File: config.mk
export PLATFORM = sky130hd
export DESIGN_NAME = alu_share_arbiter
export DESIGN_NICKNAME = d
export VERILOG_FILES = /design/src/rtl/alu_pkg.sv /design/src/rtl/alu_share_arbiter_rr_arb2.sv /design/src/rtl/alu_share_arbiter.sv
export SDC_FILE = /design/constraint.sdc
export NUM_CORES = 1
export LEC_CHECK = 0
export CAP_MARGIN = 15
export CELL_PAD_IN_SITES_DETAIL_PLACEMENT = 1
export CELL_PAD_IN_SITES_GLOBAL_PLACEMENT = 1
export CORE_UTILIZATION = 23
export CTS_BUF_LIST = sky130_fd_sc_hd__clkbuf_8
export DETAILED_ROUTE_END_ITERATION = 12
export MAX_ROUTING_LAYER = met4
export PLACE_DENSITY = 0.8
export RECOVER_POWER = 25
export SYNTH_ARGS = -nofsm -noshare
export SYNTH_HDL_FRONTEND = slang
export SYNTH_HIERARCHICAL = 1
export SYNTH_SLANG_ARGS = --single-unit
File: constraint.sdc
create_clock -name clk -period 3.55 [get_ports clk]
set_input_delay 0.71 -clock clk [delete_from_list [all_inputs] [get_ports clk]]
set_output_delay 0.71 -clock clk [all_outputs]
set_load 0.02 [all_outputs]
File: src/rtl/alu_pkg.sv
// Shared ALU encodings and arbiter state type for the ALU sharing logic.
package alu_pkg;

  localparam logic [3:0] ALU_ADD  = 4'b0000;
  localparam logic [3:0] ALU_SUB  = 4'b0001;
  localparam logic [3:0] ALU_BR   = 4'b0010;
  localparam logic [3:0] ALU_JAL  = 4'b0011;
  localparam logic [3:0] ALU_OR   = 4'b0100;
  localparam logic [3:0] ALU_AND  = 4'b0101;
  localparam logic [3:0] ALU_LUI  = 4'b0110;
  localparam logic [3:0] ALU_XOR  = 4'b0111;
  localparam logic [3:0] ALU_SRL  = 4'b1000;
  localparam logic [3:0] ALU_SLL  = 4'b1001;
  localparam logic [3:0] ALU_SRA  = 4'b1010;
  localparam logic [3:0] ALU_JALR = 4'b1011;
  localparam logic [3:0] ALU_SLT  = 4'b1101;
  localparam logic [3:0] ALU_SLTU = 4'b1111;

  localparam logic [2:0] F3_BEQ  = 3'b000;
  localparam logic [2:0] F3_BNE  = 3'b001;
  localparam logic [2:0] F3_BLT  = 3'b100;
  localparam logic [2:0] F3_BGE  = 3'b101;
  localparam logic [2:0] F3_BLTU = 3'b110;
  localparam logic [2:0] F3_BGEU = 3'b111;

  typedef enum logic {
    ST_IDLE = 1'b0,
    ST_HOLD = 1'b1
  } state_t;

endpackage

File: src/rtl/alu_share_arbiter_rr_arb2.sv
// Two-input round-robin grant; last_grant records the most recent winner.
module rr_arb2 (
  input  logic       clk,
  input  logic       rst_n,
  input  logic       en,
  input  logic [1:0] req,
  output logic [1:0] gnt,
  output logic       gnt_idx,
  output logic       any,
  output logic       last_grant
);

  // gnt_idx falls back to last_grant so the operand mux stays stable when idle.
  always_comb begin
    // NOTE: every output gets a default first so no path leaves it unassigned (no latch).
    gnt_idx = last_grant;
    any     = 1'b0;
    if (en) begin
      unique case (req)
        2'b01:   begin gnt_idx = 1'b0;        any = 1'b1; end
        2'b10:   begin gnt_idx = 1'b1;        any = 1'b1; end
        2'b11:   begin gnt_idx = ~last_grant; any = 1'b1; end
        default: ;
      endcase
    end
    gnt = any ? (gnt_idx ? 2'b10 : 2'b01) : 2'b00;
  end

  // A grant is only given to a valid requester, so any grant is an acceptance.
  always_ff @(posedge clk or negedge rst_n) begin
    // NOTE: sequential state uses non-blocking assignments so all flops update together.
    if (!rst_n)   last_grant <= 1'b1;
    else if (any) last_grant <= gnt_idx;
  end

endmodule

File: src/rtl/alu_share_arbiter.sv
// Shares one combinational ALU between two valid/ready requesters with a
// registered, per-port response and saturating per-port grant counters.
module alu_share_arbiter
  import alu_pkg::*;
#(
  parameter int XLEN  = 32,
  parameter int CNT_W = 16
) (
  input  logic             clk,
  input  logic             rst_n,
  input  logic [1:0]       req_valid,
  output logic [1:0]       req_ready,
  input  logic [XLEN-1:0]  req_in1_0,
  input  logic [XLEN-1:0]  req_in1_1,
  input  logic [XLEN-1:0]  req_in2_0,
  input  logic [XLEN-1:0]  req_in2_1,
  input  logic [3:0]       req_sel_0,
  input  logic [3:0]       req_sel_1,
  input  logic [2:0]       req_f3_0,
  input  logic [2:0]       req_f3_1,
  output logic [1:0]       rsp_valid,
  input  logic [1:0]       rsp_ready,
  output logic [XLEN-1:0]  rsp_result,
  output logic             rsp_zero,
  output logic [XLEN-1:0]  alu_in1,
  output logic [XLEN-1:0]  alu_in2,
  output logic [3:0]       alu_sel,
  output logic [2:0]       alu_func3,
  input  logic [XLEN-1:0]  alu_result,
  input  logic             alu_zero,
  output logic [CNT_W-1:0] grant_cnt_0,
  output logic [CNT_W-1:0] grant_cnt_1
);

  state_t     state, state_nxt;
  logic       owner;
  logic       can_accept;
  logic [1:0] gnt;
  logic       gnt_idx;
  logic       accept;
  logic       last_grant;

  // Accept while idle, or while the held response is consumed this cycle.
  assign can_accept = rst_n & ((state == ST_IDLE) | rsp_ready[owner]);

  rr_arb2 u_arb (
    .clk        (clk),
    .rst_n      (rst_n),
    .en         (can_accept),
    .req        (req_valid),
    .gnt        (gnt),
    .gnt_idx    (gnt_idx),
    .any        (accept),
    .last_grant (last_grant)
  );

  assign req_ready = gnt;

  assign alu_in1   = gnt_idx ? req_in1_1 : req_in1_0;
  assign alu_in2   = gnt_idx ? req_in2_1 : req_in2_0;
  assign alu_sel   = gnt_idx ? req_sel_1 : req_sel_0;
  assign alu_func3 = gnt_idx ? req_f3_1  : req_f3_0;

  always_ff @(posedge clk or negedge rst_n) begin
    if (!rst_n) state <= ST_IDLE;
    else        state <= state_nxt;
  end

  always_comb begin
    state_nxt = state;
    if (accept)                                    state_nxt = ST_HOLD;
    else if (state == ST_HOLD && rsp_ready[owner]) state_nxt = ST_IDLE;
  end

  always_comb begin
    rsp_valid = 2'b00;
    if (state == ST_HOLD) rsp_valid = owner ? 2'b10 : 2'b01;
  end

  // The result registers are reset too: they drive a visible shared bus.
  always_ff @(posedge clk or negedge rst_n) begin
    if (!rst_n) begin
      rsp_result <= '0;
      rsp_zero   <= 1'b0;
      owner      <= 1'b0;
    end else if (accept) begin
      rsp_result <= alu_result;
      rsp_zero   <= alu_zero;
      owner      <= gnt_idx;
    end
  end

  always_ff @(posedge clk or negedge rst_n) begin
    if (!rst_n) begin
      grant_cnt_0 <= '0;
      grant_cnt_1 <= '0;
    end else begin
      if (gnt[0] && grant_cnt_0 != '1) grant_cnt_0 <= grant_cnt_0 + 1'b1;
      if (gnt[1] && grant_cnt_1 != '1) grant_cnt_1 <= grant_cnt_1 + 1'b1;
    end
  end

endmodule

# == Word level (Yosys, flattened, before mapping) ==
# Index checks and enable logic that the tools add are counted.
# word_totals
regBits,68
inputBits,181
out_inout_bits,140
elab_cells,40
# classes
add_sub_neg,2
order_cmp,1
n_eq_ne,5
n_mux,16
bitwise,4
reduce_logical,5
# ops
cell,count
2-to-1 mux 32 bit,2
"adder 16 x 1 -> 16 bit, second input constant",2
"inequality test 16 bit, second input constant",2
2-to-1 mux 2 bit,4
2-to-1 mux 1 bit,7
"== test 2 bit, second input constant",2
2-to-1 mux 4 bit,1
logical AND 1 bit,3
2-to-1 mux 3 bit,1
one-hot mux 1 bit (3 select lines),1
OR reduction 3 bit,1
"== test 2 x 1 -> 1 bit, second input constant",1
"< comparator 1 x 2 -> 1 bit, second input constant",1
NOT 1 bit,2
nonzero test 2 bit,1
AND 1 bit,1
OR 1 bit,1

# == Longest topological paths before layout ==
# Gate-level depths: netlist (run 1).
# depth
depth_word,8
depth_mapped,9
depth_no_buf,9

# == Modules after synthesis ==
# Netlist (run 1), hierarchy kept.
# by_module_without_submodules
module,n_inst,cells_each,area_each_um2,seq_area_each_um2
alu_share_arbiter,1,294,3686.0,1676.6
rr_arb2,1,10,71.3,26.3

# == Worst setup path before layout (run 1) ==
# Ideal clock, no wire load.
# synth_path
path_type,in2out
from,input rsp_ready[1]
to,output alu_in1[0]
arrival_ps,2406
required_ps,2840
path_slack_ps,434
path_stages,8
n_path_buf,2
path_cell_list,mux2i_1 -> nand2_1 -> and2_1 -> and3_1 -> a21oi_1 -> clkbuf_1 -> clkbuf_1 -> mux2_2
# synth_between
elab_chain_len,6
# synth_rtl
element,line_no,rtl
start: declaration,alu_share_arbiter.sv:22,"input logic [1:0] rsp_ready,"
2-to-1 mux 1 bit (not written as such) (2 in series),alu_share_arbiter.sv:44,assign can_accept = rst_n & ((state == ST_IDLE) | rsp_ready[owner]);
OR 1 bit,alu_share_arbiter.sv:44,
AND 1 bit,alu_share_arbiter.sv:44,
net can_accept,alu_share_arbiter.sv:37,logic can_accept;
2-to-1 mux 1 bit,alu_share_arbiter_rr_arb2.sv:18,if (en) begin
net gnt_idx,alu_share_arbiter.sv:39,logic gnt_idx;
2-to-1 mux 32 bit,alu_share_arbiter.sv:59,assign alu_in1 = gnt_idx ? req_in1_1 : req_in1_0;
end: declaration,alu_share_arbiter.sv:25,"output logic [XLEN-1:0] alu_in1,"
# The timed path passes the listed nets, and every way through them passes these cells. The select of a mux whose other input is x is not followed.

# == Final worst setup path (run 1) ==
# layout_path
from,input rsp_ready[0]
to,register state
# layout_between
elab_chain_len,6
word_cells_on_any_way,8
cone_classes,mux (4); bitwise (2); reduce/logical (2)
# layout_rtl
element,line_no,rtl
2-to-1 mux 1 bit (not written as such) * (2 in series),"alu_share_arbiter.sv:44, alu_share_arbiter.sv:72",
OR 1 bit,alu_share_arbiter.sv:44,
AND 1 bit,alu_share_arbiter.sv:44,
2-to-1 mux 1 bit,alu_share_arbiter_rr_arb2.sv:18,
2-to-1 mux 1 bit / nonzero test 2 bit (equally long branches),n/a,
end signal: assignment,alu_share_arbiter.sv:66,else state <= state_nxt;
end: declaration,alu_share_arbiter.sv:35,"state_t state, state_nxt;"
# Mark *: on every way between the ends. The rest lies on a longest branch, timed or not. The select of a mux whose other input is x is not followed.
# A chain may end at the register's enable or synchronous reset.

==> results.yml, run 1 <==
global_routing:
  grt_first_pass_wirelength_mm: 27.9
  track_usage_pct: 24.0
  grt-ovfl-total: 0
  grt_antenna_before_repair: 6
  grt_max_degree: 69
  grt_pass1_vias: 4422
status:
  status: "finished with violations"
  violations: "max-capacitance violations, max-slew violations"
clock_tree:
  htree_levels: 3
  path_clk_slew_ns: 0.07
  clk_latency_ns: 0.35
  numCtsBuffers: 9
  cts.sinks: 68
  cts-root-buf: "clkbuf_8"
  cts.path.max_buffers: 2
  cts_hold_buf: 0
  cts_tree: "done"
sta:
  setup-violations-final: 0
  whs_ns: 0.507
  grt_setup_unrepaired: "true"
  period_share_pct: 96.8
  hold_viol_final: 0
  finalSetupTns_ns: 0
  finClkSkew_ns: 0.0138
  worst_pin_slew_ns: 1.70
  max_freq_ghz: 0.291
  slew_viol_final: 69
  min_period_ns: 3.44
  timing.slew.headroom_pct: -13.5
logic_synthesis:
  syn_area_per_cell_um2: 12.4
  post-synth-top-area-cell: "dfrtp_1"
  synth.distinct_cells: 36
  synth.most_common_cell: "mux2_2"
  synth-compound-area-share_pct: 2.43
  synth_adder_area_share_pct: 0.666
  yosysSeqAreaShare_pct: 45.3
  synth_xor_area_share_pct: 6.76
  ys_async_sr_fraction_pct: 100
  yosys_most_used_dff: "dfrtp_1"
  synthTopCellsByArea: "dfrtp_1 (45%), mux2_2 (32%), xor2_1 (3.5%)"
  synthesis.nets: 487
  yosys_warnings: 6
  synth_top_family_by_area: "multiplexers"
  synth_commonest_cells: "mux2_2 (106), dfrtp_1 (67), nand2_1 (15), xor2_1 (15), xnor2_1 (14)"
  synth_edf_count: 0
  synthCells: 304
  muxShareOfSynthArea_pct: 32.4
  synth-simple-area-share_pct: 10.7
  synth_area_um2: 3760
  synth_top_area_share_pct: 44.6
  ys_seq_elements: 68
setup_path:
  crit_required_ns: 3.84
  r2r_end: "state"
  cp-start-kind: "input port"
  arrival_ns: 3.72
  critPathCaptureType: "flop"
  regToRegSetupSlack_ns: 0.18
  critPathMaxFanout: 2
  crit_start: "rsp_ready[0]"
  r2r_start: "owner"
  rr_worst_depth: 23
  criticalPathCategory: "in2reg"
  critPathCapture: "state"
pwr:
  p_clk_share_pct: 16.9
  p_total_mw: 4.88
  power.share.sequential_pct: 23.4
  switching_share_pct: 37.8
  power.switching_mw: 1.85
  power_density_nw_per_um2: 632
  p_int_mw: 3.03
  p_leak_nw: 3.31
  combPwrFrac_pct: 59.7
  ir_drop_uv: 235
floorplanning:
  coreArea_um2: 15900
  start_util_pct: 23.6
  die_h_um: 130
  die_x_um: 130
  pin_count: 321
  die-area_um2: 16900
  num_rows: 46
hold_path:
  min_path_type: "reg2reg"
job:
  cap_violations: 1
cells_and_area:
  fill_cells: 1745
  drive_gt1_share_pct: 37.3
  fin_util_pct: 48.4
  layout.nets: 854
  area_growth_pct: 105
placement:
  dp_hpwl_mm: 15.5
  gp_congestion: 0.881
  port_buffers: 320
routing:
  post_drt_wl_per_cell_um: 21.6
  first_pass_iters: 4
  antenna_left: 0
  wl_mm: 19.4
  via_per_inst: 4.48
  drt_iter0_markers: 86
  via_count: 4023
  remaining_drc_errors: 0
per-layer routing:
metal | up-vias | track usage (%) | part of all wire, %
met1 | 1960 | 25.1 | 37
met4 | 0 | 7.93 | 2.2
met2 | 188 | 41.8 | 52
li1 | 1850 | - | -
met5 | - | - | 0
met3 | 25 | 8.45 | 8.2
repair_timing:
action | in CTS | in global routing
pin swaps | 0 | 2
gates resized for setup | 221 | 61
setup endpoints to repair | 68 | 27
cloned | 2 | 0
setup buffers | 26 | 1
cells by family (layout without fill, tap and decap cells):
family                   after synthesis  in the layout
AO/OA/AOI/OAI                         11             11
XOR/XNOR                              29             29
buffers and inverters                 17            389
AND/OR/NAND/NOR                       69             69
adder cells (fa/ha/maj)                2              2
other                                  0              6
multiplexers                         108            108
flip-flops                            68             68
per-stage QoR:
step	area (um^2)	cells	worst slack, ns
2_1_floorplan	3760	304	0.434
3_3_place_gp	7350	849	-0.415
3_5_place_dp	7350	849	-0.431
4_1_cts	7740	893	0.0471
5_1_grt	7720	898	-0.0264
6_report	7720	898	0.112
power by group through the flow:
| stage | clock [mW] | combinational (mW) | sequential (mW) |
|---|---|---|---|
| 5_1_grt | 0.869 | 3.08 | 1.17 |
| 2_1_floorplan | 0 | 1.13 | 1.32 |
| 6_report | 0.823 | 2.91 | 1.14 |
| 4_1_cts | 0.836 | 2.90 | 1.14 |
| 3_5_place_dp | 0 | 2.74 | 1.15 |
| 3_3_place_gp | 0 | 2.71 | 1.13 |
layout by cell type (no fill, tap or decap), types with 6 or more instances in the layout:
cell type	instances
clkbuf_8	11
clkdlybuf4s50_1	246
dfrtp_1	67
nand3_1	7
mux2_2	102
nand2_1	15
clkdlybuf4s15_2	6
clkbuf_2	20
diode_2	6
buf_4	40
nor2_1	8
buf_6	16
xnor2_1	14
buf_2	31
nand4_1	9
xor2_1	15
nor3_1	7
flip-flops by register name, summed over array words and instances, names as in the netlist:
signal	flops
grant_cnt_1	16
state	1
grant_cnt_0	16
u_arb/last_grant	1
rsp_zero	1
owner	1
rsp_result	32
critical path: stages:
cell and delay [ns]:
dlygate4sd2_1 0.24, mux2i_1 0.16, nand2_1 0.13, buf_6 0.14, buf_4 0.12, buf_4 0.12
buf_4 0.12, buf_4 0.12, buf_4 0.12, buf_4 0.13, buf_4 0.13, buf_4 0.12
buf_4 0.13, buf_4 0.12, buf_4 0.12, buf_4 0.12, buf_4 0.12, buf_4 0.12
buf_4 0.12, buf_4 0.12, buf_4 0.12, buf_4 0.12, buf_6 0.11, nand2b_4 0.05
cell type report:
type                            instances  area, um^2  area share, %
Timing Repair Buffer                  368        3420           44.3
Multi-Input combinational cell        219        2030           26.3
Sequential cell                        68        1700           22.1
Tap cell                              216         270           3.50
Clock buffer                           11         151           1.96
Clock inverter                          5         108           1.39
Inverter                                5        18.8          0.243
Antenna cell                            6        15.0          0.194
worst min path at each step:
stage | start | endpoint | slack, ns | cells after the start
finish | rsp_result[9] | rsp_result[9] | 0.51 | 1
global route | rsp_result[9] | rsp_result[9] | 0.52 | 1
CTS | rsp_result[20] | rsp_result[20] | 0.51 | 1
detailed placement | grant_cnt_1[15] | grant_cnt_1[15] | 0.49 | 1
global placement | grant_cnt_1[15] | grant_cnt_1[15] | 0.49 | 1
floorplan | rst_n | grant_cnt_0[0] | 0.41 | 0
Power figures use the tool's default switching activity.
==> inputs of run 2 (changes only) <==
--- a/config.mk
+++ b/config.mk
@@ -8,11 +8,13 @@
 export CAP_MARGIN = 15
 export CELL_PAD_IN_SITES_DETAIL_PLACEMENT = 1
 export CELL_PAD_IN_SITES_GLOBAL_PLACEMENT = 1
-export CORE_UTILIZATION = 23
+export CORE_AREA = 2 2 126 128
 export CTS_BUF_LIST = sky130_fd_sc_hd__clkbuf_8
 export DETAILED_ROUTE_END_ITERATION = 12
+export DIE_AREA = 0 0 128 130
+export DONT_BUFFER_PORTS = 1
 export MAX_ROUTING_LAYER = met4
-export PLACE_DENSITY = 0.8
+export PLACE_DENSITY = 0.47
 export RECOVER_POWER = 25
 export SYNTH_ARGS = -nofsm -noshare
 export SYNTH_HDL_FRONTEND = slang
==> run 2 against run 1 <==
- the flow now finishes without violations
- clock power fell by 12%
- sequential power rose by 21%
- clock-buffer cell count fell by 2
- clock skew fell by 0.0070 ns
- critical path type is now reg2out
- critical endpoint is now alu_in2[12]
==> results.yml, run 2 (same netlist as run 1, synthesis figures left out) <==
routing:
  post_drt_wl_per_cell_um: 28.9
  top_layer_used: "met4"
  remaining_drc_errors: 0
  wl_mm: 14.6
  dr_wl_met2_mm: 7.98
  route.met3.wl_mm: 1.22
  via_per_inst: 5.14
  drt_iter0_markers: 89
  wl_met1_mm: 5.16
  via_count: 2603
  first_pass_iters: 4
  antenna_left: 0
status:
  status: "finished, final reports clean"
clock_tree:
  cts.path.max_buffers: 2
  path_clk_slew_ns: 0.08
  cts.sinks: 68
  clk_latency_ns: 0.34
  cts_resized: 0
  numCtsBuffers: 9
  cts_setup_buffers: 0
  cts_hold_buf: 0
  cts_tree: "done"
  htree_levels: 3
  cts-root-buf: "clkbuf_8"
cells_and_area:
  largest_registers: "rsp_result (32), grant_cnt_0 (16), grant_cnt_1 (16)"
  stdcell_count: 506
  fill_cells: 1714
  layout.nets: 490
  drive_gt1_share_pct: 42.9
  largest-register: "rsp_result"
  area_growth_pct: 12.7
  largest_reg_flops: 32
  regArea_um2: 1700
  post-route-cell-area_um2: 4240
  final_common_cell: "mux2_2"
  fin_util_pct: 27.5
  multi_input_area_um2: 2000
  layout_common_cells: "mux2_2 (106), dfrtp_1 (67), nand2_1 (15), xor2_1 (15), xnor2_1 (14)"
placement:
  dpl_cell_area_um2: 4010
  gp_congestion: 0.833
  port_buffers: 0
  placed_cells_incl_taps: 488
  dp_hpwl_mm: 12.4
setup_path:
  critical-path-top-delay-family: "multiplexers"
  worst-path-buf-inv: 1
  critPathMaxFanout: 72
  crit_required_ns: 2.84
  cp-start-kind: "flop"
  arrival_ns: 2.47
  criticalPathCategory: "reg2out"
  critPathCaptureType: "output pin"
  worstPathCellList: "mux2i_1 > nand2_1 > and2_0 > and3_1 > a21oi_4 > buf_12 > mux2_2"
  critPathSlowestCell: "mux2_2"
  cpPeakStageDelay_ns: 0.47
global_routing:
  track_usage_pct: 17.6
  grt_pass1_vias: 2658
  grt_first_pass_wirelength_mm: 19.7
  grt-ovfl-total: 0
  grt_max_degree: 73
  grt_antenna_before_repair: 14
pwr:
  power_density_nw_per_um2: 801
  combPwrFrac_pct: 38.0
  power.switching_mw: 1.49
  switching_share_pct: 44.0
  ir_drop_uv: 268
  power.share.sequential_pct: 40.7
  p_clk_share_pct: 21.3
  p_int_mw: 1.90
  p_leak_nw: 1.74
sta:
  min_period_ns: 3.18
  finClkSkew_ns: 0.00674
  finalSetupTns_ns: 0
  max_freq_ghz: 0.314
  grt_setup_unrepaired: "false"
  setup-violations-final: 0
  timing.slew.headroom_pct: 61.3
  slew_viol_final: 0
  worst_pin_slew_ns: 0.579
  period_share_pct: 89.7
  hold_viol_final: 0
floorplanning:
  num_rows: 46
  pin_count: 321
  start_util_pct: 24.4
  die-area_um2: 16600
  coreArea_um2: 15400
  die_h_um: 130
  die_x_um: 128
hold_path:
  min_path_type: "in2async"
job:
  cap_violations: 0
run 2: changes by cell type in the layout (fill, tap and decap cells not counted), moves of 3 or more:
cell / previous run / this run
buf_12: 4 / 1
buf_2: 31 / 0
diode_2: 6 / 2
mux2_4: 5 / 1
mux2_2: 102 / 106
clkinvlp_4: 0 / 3
buf_4: 40 / 3
clkdlybuf4s15_2: 6 / 0
buf_6: 16 / 0
clkbuf_2: 20 / 0
clkdlybuf4s50_1: 246 / 0
run 2: cell type report:
| class | count | share of cell area, % |
|---|---|---|
| multi-input cells | 219 | 47.3 |
| diodes | 2 | 0.118 |
| flip-flops and latches | 68 | 40.2 |
| inverters | 5 | 0.443 |
| repair buffers | 4 | 1.00 |
| well taps | 192 | 5.67 |
| clock inverters | 7 | 2.36 |
| clock buffers | 9 | 2.92 |
run 2: metrics by stage:
| step | setup WS [ns] | hold WS (ns) | total power, mW |
|---|---|---|---|
| 6_report | 0.366 | 0.0554 | 3.39 |
| 5_1_grt | 0.212 | 0.0174 | 3.57 |
| 4_1_cts | 0.346 | 0.0206 | 3.45 |
| 3_3_place_gp | 0.495 | 0.416 | 2.68 |
| 3_5_place_dp | 0.495 | 0.416 | 2.71 |
| 2_1_floorplan | 0.434 | 0.414 | 2.45 |
run 2: path summary, 6_finish.rpt:
| check | startpoint | to | slack, ns | depth (start not counted) |
|---|---|---|---|---|
| min in group clk | alu_result[4] | rsp_result[4] | 0.51 | 1 |
| hold reg to reg | state | state | 0.54 | 2 |
| hold / removal | rst_n | rsp_result[10] | 0.06 | 0 |
| max in group asynchronous | rst_n | u_arb/last_grant | 3.31 | 0 |
| setup reg to reg | owner | grant_cnt_1[13] | 0.93 | 9 |
| setup / recovery | owner | alu_in2[12] | 0.37 | 7 |
run 2: layer usage:
metal  GRT usage (%)  vias to the layer above
met4            4.07                        0
li1                -                     1104
met1            18.1                     1288
met3            5.49                       31
met5               -                        -
met2            32.7                      180
run 2: power by group through the flow:
stage | combinational (mW) | sequential [mW] | clock [mW]
2_1_floorplan | 1.13 | 1.32 | 0
3_5_place_dp | 1.31 | 1.41 | 0
3_3_place_gp | 1.28 | 1.40 | 0
4_1_cts | 1.31 | 1.39 | 0.754
5_1_grt | 1.37 | 1.42 | 0.785
6_report | 1.29 | 1.38 | 0.722
